### config.mk
export PLATFORM = sky130hd
export DESIGN_NAME = router_pkt_tx
export DESIGN_NICKNAME = d
export VERILOG_FILES = /design/src/rtl/router_pkg.sv /design/src/rtl/router_tx_buf.sv /design/src/rtl/router_pkt_tx.sv
export SDC_FILE = /design/constraint.sdc
export NUM_CORES = 1
export LEC_CHECK = 0
export CELL_PAD_IN_SITES_DETAIL_PLACEMENT = 1
export CELL_PAD_IN_SITES_GLOBAL_PLACEMENT = 1
export CORE_MARGIN = 2
export CORE_UTILIZATION = 45
export CTS_BUF_LIST = sky130_fd_sc_hd__clkbuf_4
export DETAILED_ROUTE_END_ITERATION = 7
export PLACE_DENSITY_LB_ADDON = 0.15
export RECOVER_POWER = 25
export SKIP_CTS_REPAIR_TIMING = 1
export SYNTH_ARGS = -nofsm -noshare
export SYNTH_HDL_FRONTEND = slang
export SYNTH_SLANG_ARGS = --single-unit
export TNS_END_PERCENT = 100
### constraint.sdc
create_clock -name clock -period 3.4 [get_ports clock]
set_clock_uncertainty 0.1 [all_clocks]
set_input_delay 0.51 -clock clock [delete_from_list [all_inputs] [get_ports clock]]
set_output_delay 0.51 -clock clock [all_outputs]
set_load 0.01 [all_outputs]
### src/rtl/router_pkg.sv
// Shared definitions for the router packet transmitter: FSM state encoding,
// field widths, the illegal destination code and header pack/unpack helpers.
package router_pkg;

  localparam int unsigned ADDR_W      = 2;
  localparam int unsigned LEN_W       = 6;
  localparam int unsigned PTR_W       = 6;
  localparam int unsigned MAX_LEN_DEF = 63;

  // Destination 3 does not exist on the 3x1 router.
  localparam logic [ADDR_W-1:0] ADDR_ILLEGAL = 2'b11;

  typedef enum logic [2:0] {
    StIdle    = 3'd0,
    StLoad    = 3'd1,
    StHeader  = 3'd2,
    StPayload = 3'd3,
    StParity  = 3'd4,
    StGap     = 3'd5
  } tx_state_e;

  // Header byte layout is {len, addr} with addr in the two LSBs.
  function automatic logic [LEN_W+ADDR_W-1:0] pack_header(input logic [LEN_W-1:0]  len,
                                                          input logic [ADDR_W-1:0] addr);
    return {len, addr};
  endfunction

  function automatic logic [ADDR_W-1:0] header_addr(input logic [LEN_W+ADDR_W-1:0] hdr);
    return hdr[ADDR_W-1:0];
  endfunction

  function automatic logic [LEN_W-1:0] header_len(input logic [LEN_W+ADDR_W-1:0] hdr);
    return hdr[LEN_W+ADDR_W-1:ADDR_W];
  endfunction

endpackage

### src/rtl/router_tx_buf.sv
// Payload store for one packet: synchronous write, asynchronous read.
// Contents are not reset; only locations written by the current packet are read.
module router_tx_buf #(
  parameter int unsigned WIDTH = 8,
  parameter int unsigned DEPTH = 63,
  parameter int unsigned PTR_W = 6
) (
  input  logic             clock,
  input  logic             wr_en,
  input  logic [PTR_W-1:0] wr_ptr,
  input  logic [WIDTH-1:0] wr_data,
  input  logic [PTR_W-1:0] rd_ptr,
  output logic [WIDTH-1:0] rd_data
);

  logic [WIDTH-1:0] mem [DEPTH];

  // Write port; out-of-range pointers are dropped rather than aliased.
  always_ff @(posedge clock) begin
    if (wr_en && (32'(wr_ptr) < DEPTH)) begin
      mem[wr_ptr] <= wr_data;
    end
  end

  // Read port; the pointer may sit one past the last byte after the final transfer.
  always_comb begin
    rd_data = '0;
    if (32'(rd_ptr) < DEPTH) begin
      rd_data = mem[rd_ptr];
    end
  end

endmodule

### src/rtl/router_pkt_tx.sv
// Packet transmitter for the 3x1 router input port. Takes a command (addr, len),
// buffers the payload, then sends header, payload and an XOR parity byte, and
// finally samples the router err flag into rx_err.
// Optional feature: define PKT_TX_PAR_INJ_EN to add the par_inj input, which
// inverts the transmitted parity byte of the commanded packet.
module router_pkt_tx
  import router_pkg::*;
#(
  parameter int unsigned WIDTH   = 8,
  parameter int unsigned MAX_LEN = MAX_LEN_DEF,
  parameter int unsigned GAP_CYC = 2
) (
  input  logic              clock,
  input  logic              reset,
  input  logic              cmd_valid,
  output logic              cmd_ready,
  input  logic [ADDR_W-1:0] cmd_addr,
  input  logic [LEN_W-1:0]  cmd_len,
`ifdef PKT_TX_PAR_INJ_EN
  input  logic              par_inj,
`endif
  input  logic              pl_valid,
  output logic              pl_ready,
  input  logic [WIDTH-1:0]  pl_data,
  input  logic              busy,
  output logic              pkt_valid,
  output logic [WIDTH-1:0]  data_out,
  output logic              tx_done,
  output logic              cmd_err,
  output logic              rx_err,
  input  logic              err
);

  localparam int unsigned GapW = (GAP_CYC > 1) ? $clog2(GAP_CYC) : 1;

  tx_state_e         state_q;
  logic [ADDR_W-1:0] addr_q;
  logic [LEN_W-1:0]  len_q;
  logic [PTR_W-1:0]  wr_ptr_q;
  logic [PTR_W-1:0]  rd_ptr_q;
  logic [WIDTH-1:0]  parity_q;
  logic [GapW-1:0]   gap_cnt_q;

  logic [LEN_W-1:0]  cmd_len_clamped;
  logic [WIDTH-1:0]  hdr_cmd;
  logic [WIDTH-1:0]  hdr_q;
  logic [WIDTH-1:0]  rd_data;
  logic [WIDTH-1:0]  par_next;
  logic [WIDTH-1:0]  par_byte;
  logic              par_flip;
  logic              buf_wr_en;
  logic              cmd_acc;

`ifdef PKT_TX_PAR_INJ_EN
  logic inj_q;

  // Capture the inject request with the command it belongs to.
  always_ff @(posedge clock) begin
    if (reset) begin
      inj_q <= 1'b0;
    end else if (cmd_acc) begin
      inj_q <= par_inj;
    end
  end

  assign par_flip = inj_q;
`else
  assign par_flip = 1'b0;
`endif

  // Handshake decodes, length clamp and header/parity byte formation.
  always_comb begin
    cmd_ready       = (state_q == StIdle);
    pl_ready        = (state_q == StLoad) && (wr_ptr_q < len_q);
    cmd_acc         = cmd_valid && cmd_ready;
    buf_wr_en       = pl_valid && pl_ready;
    cmd_len_clamped = (32'(cmd_len) > MAX_LEN) ? LEN_W'(MAX_LEN) : cmd_len;
    hdr_cmd         = WIDTH'(pack_header(cmd_len_clamped, cmd_addr));
    hdr_q           = WIDTH'(pack_header(len_q, addr_q));
    // data_out always holds the byte being transferred in HEADER/PAYLOAD.
    par_next        = parity_q ^ data_out;
    par_byte        = par_next ^ {WIDTH{par_flip}};
  end

  router_tx_buf #(
    .WIDTH (WIDTH),
    .DEPTH (MAX_LEN),
    .PTR_W (PTR_W)
  ) u_buf (
    .clock   (clock),
    .wr_en   (buf_wr_en),
    .wr_ptr  (wr_ptr_q),
    .wr_data (pl_data),
    .rd_ptr  (rd_ptr_q),
    .rd_data (rd_data)
  );

  // Transmit FSM with registered router-side outputs; busy freezes all send states.
  always_ff @(posedge clock) begin
    if (reset) begin
      state_q   <= StIdle;
      addr_q    <= '0;
      len_q     <= '0;
      wr_ptr_q  <= '0;
      rd_ptr_q  <= '0;
      parity_q  <= '0;
      gap_cnt_q <= '0;
      pkt_valid <= 1'b0;
      data_out  <= '0;
      tx_done   <= 1'b0;
      cmd_err   <= 1'b0;
      rx_err    <= 1'b0;
    end else begin
      tx_done <= 1'b0;
      cmd_err <= 1'b0;
      unique case (state_q)
        StIdle: begin
          if (cmd_acc) begin
            if (cmd_addr == ADDR_ILLEGAL) begin
              cmd_err <= 1'b1;
            end else begin
              addr_q   <= cmd_addr;
              len_q    <= cmd_len_clamped;
              wr_ptr_q <= '0;
              rd_ptr_q <= '0;
              parity_q <= '0;
              rx_err   <= 1'b0;
              if (cmd_len_clamped == '0) begin
                state_q   <= StHeader;
                pkt_valid <= 1'b1;
                data_out  <= hdr_cmd;
              end else begin
                state_q <= StLoad;
              end
            end
          end
        end
        StLoad: begin
          if (buf_wr_en) begin
            wr_ptr_q <= wr_ptr_q + PTR_W'(1);
            if ((wr_ptr_q + PTR_W'(1)) == len_q) begin
              state_q   <= StHeader;
              pkt_valid <= 1'b1;
              data_out  <= hdr_q;
            end
          end
        end
        StHeader: begin
          if (!busy) begin
            parity_q <= par_next;
            if (len_q == '0) begin
              state_q   <= StParity;
              pkt_valid <= 1'b0;
              data_out  <= par_byte;
            end else begin
              state_q  <= StPayload;
              data_out <= rd_data;
              rd_ptr_q <= rd_ptr_q + PTR_W'(1);
            end
          end
        end
        StPayload: begin
          if (!busy) begin
            parity_q <= par_next;
            // rd_ptr_q already points past the byte on data_out.
            if (rd_ptr_q == len_q) begin
              state_q   <= StParity;
              pkt_valid <= 1'b0;
              data_out  <= par_byte;
            end else begin
              data_out <= rd_data;
              rd_ptr_q <= rd_ptr_q + PTR_W'(1);
            end
          end
        end
        StParity: begin
          if (!busy) begin
            tx_done   <= 1'b1;
            gap_cnt_q <= '0;
            state_q   <= StGap;
          end
        end
        StGap: begin
          if (gap_cnt_q == GapW'(GAP_CYC - 1)) begin
            rx_err  <= err;
            state_q <= StIdle;
          end else begin
            gap_cnt_q <= gap_cnt_q + GapW'(1);
          end
        end
        default: begin
          state_q <= StIdle;
        end
      endcase
    end
  end

endmodule

**Word level (Yosys, flattened, before mapping)**

Memory sizes are Yosys's and may differ from the RTL's. A register that Yosys moved wholly into a read port is not among the register bits.
Cells that the tools add are included.

- Bits in registers: 44
- Bits in writable memories: 504
- Bits of input ports: 22
- Output and inout bits: 14
- Word-level logic and storage cells: 130
- Memories kept: 1

- Add/sub/neg operators: 3
- Magnitude comparators: 3
- Equal/unequal tests: 22
- Multiplexer cells: 59
- Bitwise gates (word level): 5
- Reductions and logical operators: 25

Memories:

| name | words | bits a word | read ports | clocked after memory_dff | write ports | line | source |
|---|---|---|---|---|---|---|---|
| u_buf.mem | 63 | 8 | 1 | 1 | 1 | router_tx_buf.sv:16 | `logic [WIDTH-1:0] mem [DEPTH];` |

Operators with widths:

| cell | count |
|---|---|
| 2-to-1 mux 8 bit | 13 |
| 2-to-1 mux 6 bit | 9 |
| one-hot mux 8 bit (4 select lines) | 1 |
| 2-to-1 mux 3 bit | 10 |
| inequality test 2 bit, second input constant | 10 |
| 2-to-1 mux 1 bit | 18 |
| one-hot mux 3 bit (6 select lines) | 1 |
| one-hot mux 6 bit (3 select lines) | 1 |
| one-hot mux 8 bit (2 select lines) | 1 |
| adder 6 x 1 -> 6 bit, second input constant | 2 |
| == test 6 bit | 2 |
| zero test 6 bit | 2 |
| less-than comparator 6 bit, second input constant | 2 |
| one-hot mux 6 bit (2 select lines) | 1 |
| AND reduction 4 bit | 3 |
| AND reduction 10 bit | 1 |
| AND reduction 9 bit | 1 |
| inequality test 2 x 1 -> 1 bit, second input constant | 4 |
| AND reduction 8 bit | 1 |
| nonzero test 2 bit | 4 |
| XOR 8 bit | 1 |
| AND reduction 7 bit | 1 |
| == test 3 x 2 -> 1 bit, second input constant | 2 |
| == test 3 bit, second input constant | 2 |
| other kinds (16) | 24 |

**Longest topological paths before layout**

Gate-level depths: netlist of the first run.

- Word-level depth: 6
- Depth in mapped cells: 11
- Gate-level depth less buffers: 8

**Modules after synthesis**

Synthesis of the first run repeated with hierarchy kept, for this count alone.

- Cell total of the unflattened synthesis: 1315
- Area total of the unflattened synthesis: 22489.1 µm²

Modules (own cells, without submodules):

| module | times used | cells each | area an instance (µm²) | seq. area each (µm²) |
|---|---|---|---|---|
| router_tx_buf | 1 | 984 | 19814.0 | 15134.5 |
| router_pkt_tx | 1 | 331 | 2675.1 | 880.8 |

**Worst setup path after synthesis of the first run**

No wires, ideal clock.

- Kind: reg2reg
- Start: reg len_q[1]
- End: mem u_buf.mem[22][0], enable pin
- Setup time: 0.370 ns
- Arrival: 2.491 ns
- Required time: 2.930 ns
- Slack: 0.439 ns
- Stages on the path, launching flop included: 10
- Buffers on the path: 1
- Clock period less this slack: 2.961 ns
- Cell sequence: dfxtp_1 inv_1 ha_1 nor2b_1 o31ai_1 a22o_1 nand3_1 or4b_1 clkbuf_1 nor2_1

- Longest elaborated chain between the ends: 6

RTL lines:

| what | line | source |
|---|---|---|
| from (decl) | router_pkt_tx.sv:38 | `logic [LEN_W-1:0] len_q;` |
| from (signal assigned) | router_pkt_tx.sv:123 | `len_q <= cmd_len_clamped;` |
| less-than comparator 6 bit | router_pkt_tx.sv:74 | `pl_ready = (state_q == StLoad) && (wr_ptr_q < len_q);` |
| logical AND 1 bit | router_pkt_tx.sv:74 |  |
| logical AND 1 bit | router_pkt_tx.sv:76 | `buf_wr_en = pl_valid && pl_ready;` |
| logical AND 1 bit | router_tx_buf.sv:20 | `if (wr_en && (32'(wr_ptr) < DEPTH)) begin` |
| 2-to-1 mux 1 bit | router_tx_buf.sv:20 |  |
| 2-to-1 mux 1 bit (implied by the code) | router_tx_buf.sv:21 | `mem[wr_ptr] <= wr_data;` |
| to (decl) | router_tx_buf.sv:16 |  |

No other way between the ends.

**Worst setup path in the final report of the first run**

- Start: reg state_q[2]
- End: out cmd_ready

- Longest elaborated chain between the ends: 1

RTL lines:

| what | line | source |
|---|---|---|
| from (decl) | router_pkt_tx.sv:36 | `tx_state_e state_q;` |
| from (signal assigned) | router_pkt_tx.sv:101 | `state_q <= StIdle;` |
| from (signal assigned) | router_pkt_tx.sv:129 | `state_q <= StHeader;` |
| from (signal assigned) | router_pkt_tx.sv:133 | `state_q <= StLoad;` |
| zero test 3 bit | router_pkt_tx.sv:73 | `cmd_ready = (state_q == StIdle);` |
| to (decl) | router_pkt_tx.sv:16 | `output logic cmd_ready,` |

No other way between the ends.

==> flow_summary.ini, run 1 <==
[finish]
drive_above_1_share_pct = 31.37
fin_nets = 1595
finalNonFillerCells = 2353
area_growth_pct = 16.80
fin_area_um2 = 26380

[critical_path]
arrival_ns = 2.50
required_ns = 2.79
crit_path_cell_trace = buf_4 > or3_1 > inv_1 > clkdlybuf4s50_1
end_kind = output port
crit_start = state_q[2]$_SDFFE_PP0P_
crit_family = buffers and inverters
critPathSlowestCell = clkdlybuf4s50_1
crit_fanout = 14
r2r_setup_slack_ns = 0.34
crit_type = reg2out
start_kind = flop
path_buf_inv = 3
cpPeakStageDelay_ns = 0.52

[placement]
post_dp_cell_area_um2 = 24500
portBuffers = 35
dp.cells = 2082
dp_hpwl_um = 41540
globalplace.congestion = 0.8612
place_ws_ns = 0.1364

[floorplanning]
dieArea_um2 = 52010
initial_core_util_pct = 45.30
num_rows = 82
core-area_um2 = 49860
die_h_um = 228.1
fp.dieW_um = 228.1
boundaryPins = 36

[synth]
synth_xor_xnor_area_share_pct = 0.9693
syn_inst = 1302
postSynthAreaPerCell_um2 = 17.35
syn_area_um2 = 22590
synth-async-reset-ratio_pct = 0
yosys-top-cells-count = 504 x edfxtp_1, 109 x mux4_2, 100 x nor2_1
yosys.area.top_type = edfxtp_1
syn_nets = 1332
yosys.area.top_type_share_pct = 67.00
yosysMostFrequentCell = edfxtp_1
synthDistinctLibCells = 81
ys.flop_type = edfxtp_1
synth-seq-cells = 554
ys_top_cells_by_area = edfxtp_1 67%, mux4_2 11%, dfxtp_1 4.4%
synth_edf_count = 504
synth-compound-area-share_pct = 5.810
ys_seq_area_share_pct = 71.43
muxShareOfSynthArea_pct = 12.94
yosysWarnings = 0
synth_adder_area_share_pct = 0.4431
synth-simple-area-share_pct = 6.126
synth_top_family_by_area = multiplexers

[detailed_routing]
routed_wl_um = 63570
drt-initial-drc-count = 1176
vias_per_cell = 5.704
via_count = 13420
drt-wirelength-per-cell_um = 27.02
firstDrtPassIters = 5
detail-route-antenna-nets = 0
drc_errors = 0

[grt]
grt_usage_pct = 25.33
antenna_found_initial = 1
overflow = 0
grt_first_pass_wirelength_um = 95100
grt_pass1_vias = 14410
grt_max_degree = 64

[sta]
fin_crit_sh_pct = 91.41
period_minus_slack_ns = 3.108
finalHoldViolCount = 0
slew_viol_final = 321
finalSetupViolations = 0
holdWs_ns = 0.07022
fmax_mhz = 321.8
slew_headroom_pct = -127.8
rsz0062_at_grt = no
timing.setup.tns_ns = 0
worst_pin_slew_ns = 3.417
fin_ws_ns = 0.2920

[power_and_ir_drop]
power.density_nw_per_um2 = 668.0
vdd_drop_max_mv = 0.2571
p_leak_nw = 8.652

[clock_tree]
cts_buffer_depth = 3
numCtsBuffers = 150
cts_tree = done
clkSinkCount = 554
clock_latency_ns = 0.97
root_buffer = clkbuf_4
htree_levels = 4
clkTransAtPathRegs_ns = 0.06

[run]
drv_cap = 7

[status]
violations = capacitance limit, slew limit
status = finished, violations left

[hold_path]
min_path_type = in2reg
min-delay-start = err
## path summary, 6_finish.rpt
| check | end | cells after the start |
|---|---|---|
| max | cmd_ready | 4 |
| min | rx_err$_SDFFE_PP0P_ | 3 |
| max reg2reg | data_out[0]$_SDFFE_PP0P_ | 7 |
| min reg2reg | rx_err$_SDFFE_PP0P_ | 2 |
## placed cells by master, fill, tap and decap left out, types with 7 or more instances in the layout
master	n
mux2i_1	31
or4_1	9
or3_1	12
o21ai_0	23
nor2b_1	14
a22oi_1	19
ha_1	8
o211ai_1	12
a21oi_1	47
xnor2_1	14
inv_2	8
edfxtp_1	504
clkbuf_4	222
xor2_1	11
nor2_1	100
nor3_1	7
and2_1	9
nand3_1	18
buf_4	136
nand2_1	59
inv_1	23
mux2_2	12
o21ai_1	9
clkinv_1	34
mux4_2	109
dfxtp_1	48
a221oi_1	12
clkdlybuf4s50_1	26
a22o_1	8
## metal layers
layer / part of all wire [%] / GRT usage, %
met4: 2.5 / 9.661
met2: 47 / 38.88
met1: 42 / 34.16
met5: 0 / 0
met3: 8.0 / 7.738
## per-stage QoR
| stage | power, mW | utilization, % |
|---|---|---|
| floorplan | 10.52 | - |
| global placement | 11.91 | 49.13 |
| detailed placement | 11.95 | 49.13 |
| CTS | 17.82 | 52.88 |
| global route | 18.51 | 52.91 |
| finish | 17.63 | 52.91 |
## sequential cells by signal (all words and copies together) (netlist names), named ones only
register / flops
pkt_valid: 1
wr_ptr_q: 6
rx_err: 1
addr_q: 2
rd_ptr_q: 6
u_buf.mem: 504
parity_q: 8
cmd_err: 1
tx_done: 1
data_out: 8
len_q: 6
state_q: 3
gap_cnt_q: 1
## cells by family after synthesis
kind of cell	count (synthesis)
buffers and inverters	96
AO/OA/AOI/OAI	186
AND/OR/NAND/NOR	279
multiplexers	154
flip-flops	554
XOR/XNOR	25
adder cells (fa/ha/maj)	8
## tightest hold or removal path: cells and delay by family
family                 cells  cell delay, ns
AO/OA/AOI/OAI              1            0.06
buffers and inverters      1            0.41
AND/OR/NAND/NOR            1            0.09
## power breakdown
group	internal [mW]	switching, mW
Clock	3.06	2.76
Sequential	7.57	0.243
Combinational	1.80	2.19
## layout make-up
cell class	instances	area (µm²)
diodes	1	2.502
clock buffers	222	1667
clock inverters	45	202.7
fillers	4802	23480
inverters	25	93.84
multi-input cells	652	5948
flip-flops and latches	554	16140
well taps	672	840.8
repair buffers	182	1486
Power figures use the tool's default switching activity.
==> run 2: changes to the inputs <==
--- a/config.mk
+++ b/config.mk
@@ -8,7 +8,7 @@
 export CELL_PAD_IN_SITES_DETAIL_PLACEMENT = 1
 export CELL_PAD_IN_SITES_GLOBAL_PLACEMENT = 1
 export CORE_MARGIN = 2
-export CORE_UTILIZATION = 45
+export CORE_UTILIZATION = 56
 export CTS_BUF_LIST = sky130_fd_sc_hd__clkbuf_4
 export DETAILED_ROUTE_END_ITERATION = 7
 export PLACE_DENSITY_LB_ADDON = 0.15
==> constraint.sdc (replaced) <==
create_clock -name clock -period 3 [get_ports clock]
set_clock_uncertainty 0.1 [all_clocks]
set_input_delay 0.45 -clock clock [delete_from_list [all_inputs] [get_ports clock]]
set_output_delay 0.45 -clock clock [all_outputs]
set_load 0.01 [all_outputs]
==> run 2 against run 1 <==
Critical path type unchanged. Final cell count decreased by 6.9%. Register-to-register slack worse by 0.31 ns. The flow still finishes with violations (capacitance limit, slew limit). Combinational power grew 19%. Flip-flop and latch count is the same. Core utilization up 13 points.
==> flow_summary.ini, run 2 (same netlist as run 1, synthesis figures left out) <==
[power_and_ir_drop]
p_leak_nw = 8.613
p_sw_share_pct = 29.45
p_int_mw = 13.95
power.density_nw_per_um2 = 756.6
p_clk_share_pct = 31.5
power_switching_mw = 5.824
combPwrFrac_pct = 24.0
p_seq_share_pct = 44.5
vdd_drop_max_mv = 0.5139

[grt]
grt_first_pass_wirelength_um = 94000
grt_pass1_vias = 14520
grt_usage_pct = 31.32
overflow = 0
antenna_found_initial = 3
grt_max_degree = 64

[finish]
final_util_pct = 65.79
final_cell_mix = 504 x edfxtp_1, 206 x clkbuf_4, 146 x buf_4, 109 x mux4_2, 98 x nor2_1
drive_above_1_share_pct = 31.47
largest_reg_flops = 504
top_register = u_buf.mem
layout_commonest_cell = edfxtp_1
area_growth_pct = 15.72
fill_cells = 3564
reg.largest.list = u_buf.mem (504), data_out (8), parity_q (8)
fin_nets = 1598

[placement]
globalplace.congestion = 0.8667
dp_hpwl_um = 40520
portBuffers = 35

[floorplanning]
initial_core_util_pct = 56.85
die_h_um = 204.8
num_rows = 73
boundaryPins = 36
fp.dieW_um = 204.8
dieArea_um2 = 41960
core-area_um2 = 39730

[clock_tree]
numCtsBuffers = 139
clkSinkCount = 554
clock_latency_ns = 0.85
htree_levels = 4
root_buffer = clkbuf_4
cts_tree = done
clkTransAtPathRegs_ns = 0.07
cts_buffer_depth = 3

[sta]
holdWs_ns = 0.1266
rsz0062_at_grt = yes
period_minus_slack_ns = 2.981
fmax_mhz = 335.5
slew_viol_final = 364
fin_crit_sh_pct = 99.36
finalHoldViolCount = 0
worst_pin_slew_ns = 2.103
finalSetupViolations = 0
timing.setup.tns_ns = 0
slew_headroom_pct = -40.18

[hold_path]
hold_path_end = cmd_err$_SDFF_PP0_
min-delay-start = cmd_valid
hold_path_depth = 3
min_path_type = in2reg

[critical_path]
r2r_end = u_buf.mem[19][6]$_DFFE_PP_
crit_type = reg2out
r2r_setup_slack_ns = 0.03
crit_fanout = 2
rr_worst_depth = 11
rr_startpoint = len_q[1]$_SDFFE_PP0P_
end_kind = output port
required_ns = 2.45
start_kind = flop
arrival_ns = 2.43

[detailed_routing]
detail-route-antenna-nets = 0
routed_wl_um = 63280
via_count = 13840
vias_per_cell = 6.318
drt-initial-drc-count = 1447
firstDrtPassIters = 5
drc_errors = 0
drt-wirelength-per-cell_um = 28.88

[run]
drv_cap = 8

[status]
violations = capacitance limit, slew limit
status = finished, violations left
## run 2: power groups by stage
stage / Clock, mW / Sequential, mW / Combinational (mW)
2_1_floorplan: 0 / 8.86 / 3.06
3_3_place_gp: 0 / 9.00 / 4.43
3_5_place_dp: 0 / 9.01 / 4.55
4_1_cts: 6.34 / 8.85 / 4.59
5_1_grt: 6.71 / 8.83 / 5.05
6_report: 6.23 / 8.81 / 4.74
## run 2: worst max path at each step
stage               slack, ns  cells past startpoint                          to                   from
global placement        -0.06                     10  u_buf.mem[19][2]$_DFFE_PP_               pl_valid
global route            -0.11                      7                    pl_ready  len_q[1]$_SDFFE_PP0P_
floorplan                0.04                      9  u_buf.mem[22][0]$_DFFE_PP_  len_q[1]$_SDFFE_PP0P_
CTS                     -0.46                      7                    pl_ready  len_q[1]$_SDFFE_PP0P_
finish                   0.02                      7                    pl_ready  len_q[1]$_SDFFE_PP0P_
detailed placement      -0.08                     10  u_buf.mem[19][6]$_DFFE_PP_               pl_valid
## run 2: stage by stage
| step | setup WS (ns) | instances | cell area [µm²] | total power [mW] |
|---|---|---|---|---|
| 3_3_place_gp | -0.06431 | 1950 | 24450 | 13.44 |
| 6_report | 0.01924 | 2191 | 26140 | 19.78 |
| 4_1_cts | -0.4635 | 2188 | 26140 | 19.78 |
| 2_1_floorplan | 0.03901 | 1302 | 22590 | 11.92 |
| 3_5_place_dp | -0.07865 | 1950 | 24450 | 13.56 |
| 5_1_grt | -0.1081 | 2191 | 26140 | 20.59 |
## run 2: cell type report
| cell class | count | area [µm²] | area share, % |
|---|---|---|---|
| tap | 525 | 656.9 | 2.513 |
| multi-input combinational | 652 | 5959 | 22.80 |
| timing repair buffer | 196 | 1592 | 6.088 |
| inverter | 25 | 93.84 | 0.3590 |
| clock inverter | 32 | 146.4 | 0.5600 |
| antenna | 1 | 2.502 | 0.009573 |
| sequential | 554 | 16140 | 61.76 |
| clock buffer | 206 | 1546 | 5.916 |
## run 2: per-layer routing
layer | up-vias | share of wire (%) | track usage [%]
met5 | - | 0.021 | 0
met1 | 7152 | 40 | 43.15
met4 | 2 | 3.2 | 11.70
li1 | 5817 | - | -
met2 | 743 | 49 | 49.88
met3 | 129 | 7.9 | 6.411
## run 2: critical path, cell delays in order (launching register included)
cell,delay [ns]
dfxtp_1,0.33
inv_1,0.04
ha_1,0.27
nor2b_1,0.16
o31ai_2,0.26
a21oi_1,0.13
nor3_2,0.18
dlymetal6s2s_1,0.21
==> run 3: changes to the inputs <==
--- a/config.mk
+++ b/config.mk
@@ -5,10 +5,11 @@
 export SDC_FILE = /design/constraint.sdc
 export NUM_CORES = 1
 export LEC_CHECK = 0
+export ABC_AREA = 0
 export CELL_PAD_IN_SITES_DETAIL_PLACEMENT = 1
 export CELL_PAD_IN_SITES_GLOBAL_PLACEMENT = 1
 export CORE_MARGIN = 2
-export CORE_UTILIZATION = 56
+export CORE_UTILIZATION = 51
 export CTS_BUF_LIST = sky130_fd_sc_hd__clkbuf_4
 export DETAILED_ROUTE_END_ITERATION = 7
 export PLACE_DENSITY_LB_ADDON = 0.15
==> constraint.sdc (replaced) <==
create_clock -name clock -period 2.5 [get_ports clock]
set_clock_uncertainty 0.1 [all_clocks]
set_input_delay 0.375 -clock clock [delete_from_list [all_inputs] [get_ports clock]]
set_output_delay 0.375 -clock clock [all_outputs]
set_load 0.01 [all_outputs]
==> run 3 against run 2 <==
The flow finishes with violations (capacitance limit, slew limit, setup timing). Core utilization shrank 1.7 points. Via count grew 2.0%. Register-to-register slack lost 0.28 ns. Sequential share of layout area shrank 4.3 points. Worst setup slack lost 0.36 ns. Combinational power grew 52%. Clock-buffer cell count shrank 6. Critical path depth grew 1. Critical endpoint unchanged. Largest power group unchanged.
==> flow_summary.ini, run 3 (same netlist as run 1, synthesis figures left out) <==
[placement]
portBuffers = 35
dp.cells = 2040
place_ws_ns = -0.6041
globalplace.congestion = 0.8325
dp_hpwl_um = 45430

[grt]
overflow = 0
antenna_found_initial = 2
grt_pass1_vias = 14850
grt_usage_pct = 30.11
grt_max_degree = 50
grt_first_pass_wirelength_um = 98680

[detailed_routing]
via_count = 14120
vias_per_cell = 6.027
drc_errors = 0
detail-route-antenna-nets = 0
firstDrtPassIters = 7
drt-initial-drc-count = 1393
drt-wirelength-per-cell_um = 29.45
routed_wl_um = 68960

[critical_path]
rr_startpoint = len_q[2]$_SDFFE_PP0P_
r2r_setup_slack_ns = -0.25
arrival_ns = 2.37
required_ns = 2.03
crit_end = pl_ready
start_kind = flop
r2r_end = u_buf.mem[17][0]$_DFFE_PP_
crit_type = reg2out
rr_worst_depth = 9
crit_fanout = 2
end_kind = output port
crit_start = len_q[2]$_SDFFE_PP0P_

[power_and_ir_drop]
combPwrFrac_pct = 28.0
p_sw_share_pct = 29.87
p_clk_share_pct = 31.1
p_leak_nw = 9.207
power_switching_mw = 7.668
vdd_drop_max_mv = 0.5703
power.density_nw_per_um2 = 912.0
p_int_mw = 18.01
p_seq_share_pct = 40.9
finalPower_mw = 25.67

[status]
status = finished, violations left
violations = capacitance limit, slew limit, setup timing

[finish]
drive_above_1_share_pct = 41.06
reg.largest.list = u_buf.mem (504), data_out (8), parity_q (8)
top_register = u_buf.mem
layout_commonest_cell = edfxtp_1
finalNonFillerCells = 2342
area_growth_pct = 24.63
fill_cells = 4011
largest_reg_flops = 504
final_cell_mix = 504 x edfxtp_1, 200 x clkbuf_4, 153 x buf_4, 109 x mux4_2, 62 x nor2_4
fin_nets = 1667

[sta]
worst_pin_slew_ns = 2.220
holdWs_ns = 0.05845
rsz0062_at_grt = yes
timing.setup.tns_ns = -48.40
fin_crit_sh_pct = 113.6
slew_headroom_pct = -48.00
slew_viol_final = 158
period_minus_slack_ns = 2.841
finalSetupViolations = 360
finalHoldViolCount = 0
fin_ws_ns = -0.3407
fmax_mhz = 352.0

[clock_tree]
clkTransAtPathRegs_ns = 0.06
numCtsBuffers = 146
clkSinkCount = 554
root_buffer = clkbuf_4
clock_latency_ns = 0.98
cts_tree = done
htree_levels = 4
cts_buffer_depth = 3

[hold_path]
min_path_type = in2reg
min-delay-start = cmd_addr[0]

[floorplanning]
boundaryPins = 36
die_h_um = 214.5
dieArea_um2 = 45990
core-area_um2 = 43930
num_rows = 77
fp.dieW_um = 214.5
initial_core_util_pct = 51.42

[run]
drv_cap = 5
run 3: cell types whose count changed in the layout (fill, tap and decap cells not counted), moves of 7 or more:
cell           previous run  this run
a21oi_2                   0         7
a21oi_1                  47        39
dlygate4sd3_1             1        16
dfxtp_1                  47        38
nor2_1                   98        36
buf_6                     1        22
nor2_4                    0        62
clkinv_2                  0        12
buf_12                    7        25
buf_4                   146       153
run 3: worst max-delay path, cell delays in order (launching register included):
cell and delay [ns]:
dfxtp_2 0.35, inv_2 0.05, ha_4 0.22, o21a_1 0.21
o31ai_4 0.07, buf_4 0.15, a21oi_2 0.05, nor3_2 0.15
buf_2 0.16
run 3: layer usage:
metal	vias to the layer above	track usage (%)	share of wire (%)
met1	7248	38.59	40
met2	705	47.90	49
met4	0	14.17	3.6
li1	6008	-	-
met3	154	8.511	7.6
met5	-	0	0
run 3: how the worst min path moves through the flow:
| stage | slack [ns] | cells after the start | end |
|---|---|---|---|
| 6_report | 0.06 | 4 | addr_q[0]$_SDFFE_PP0P_ |
| 5_1_grt | 0.008 | 4 | addr_q[0]$_SDFFE_PP0P_ |
| 4_1_cts | -0.44 | 1 | u_buf.mem[37][1]$_DFFE_PP_ |
| 3_5_place_dp | 0.36 | 2 | addr_q[1]$_SDFFE_PP0P_ |
| 3_3_place_gp | 0.35 | 2 | addr_q[0]$_SDFFE_PP0P_ |
| 2_1_floorplan | 0.34 | 2 | addr_q[0]$_SDFFE_PP0P_ |
run 3: through the flow:
step                utilization (%)  instance area [µm²]
floorplan                         -                23110
global placement              57.75                25370
detailed placement            57.75                25370
CTS                           61.93                27210
global route                  64.06                28140
finish                        64.08                28150
run 3: power by group through the flow:
stage               clock [mW]  combinational (mW)  sequential [mW]
finish                    7.98                7.19             10.5
detailed placement           0                6.29             10.7
global route              8.62                7.61             10.5
global placement             0                6.17             10.7
floorplan                    0                3.78             10.6
CTS                       8.14                6.33             10.5
run 3: final cells by class:
class                      count  area, µm²  area share [%]
timing repair buffer         258       2472           8.782
clock buffer                 200       1501           5.333
inverter                      25      93.84          0.3333
antenna                        6      15.01         0.05333
multi-input combinational    652       6828           24.25
sequential                   554      16160           57.41
clock inverter                55      337.8           1.200
tap                          592      740.7           2.631
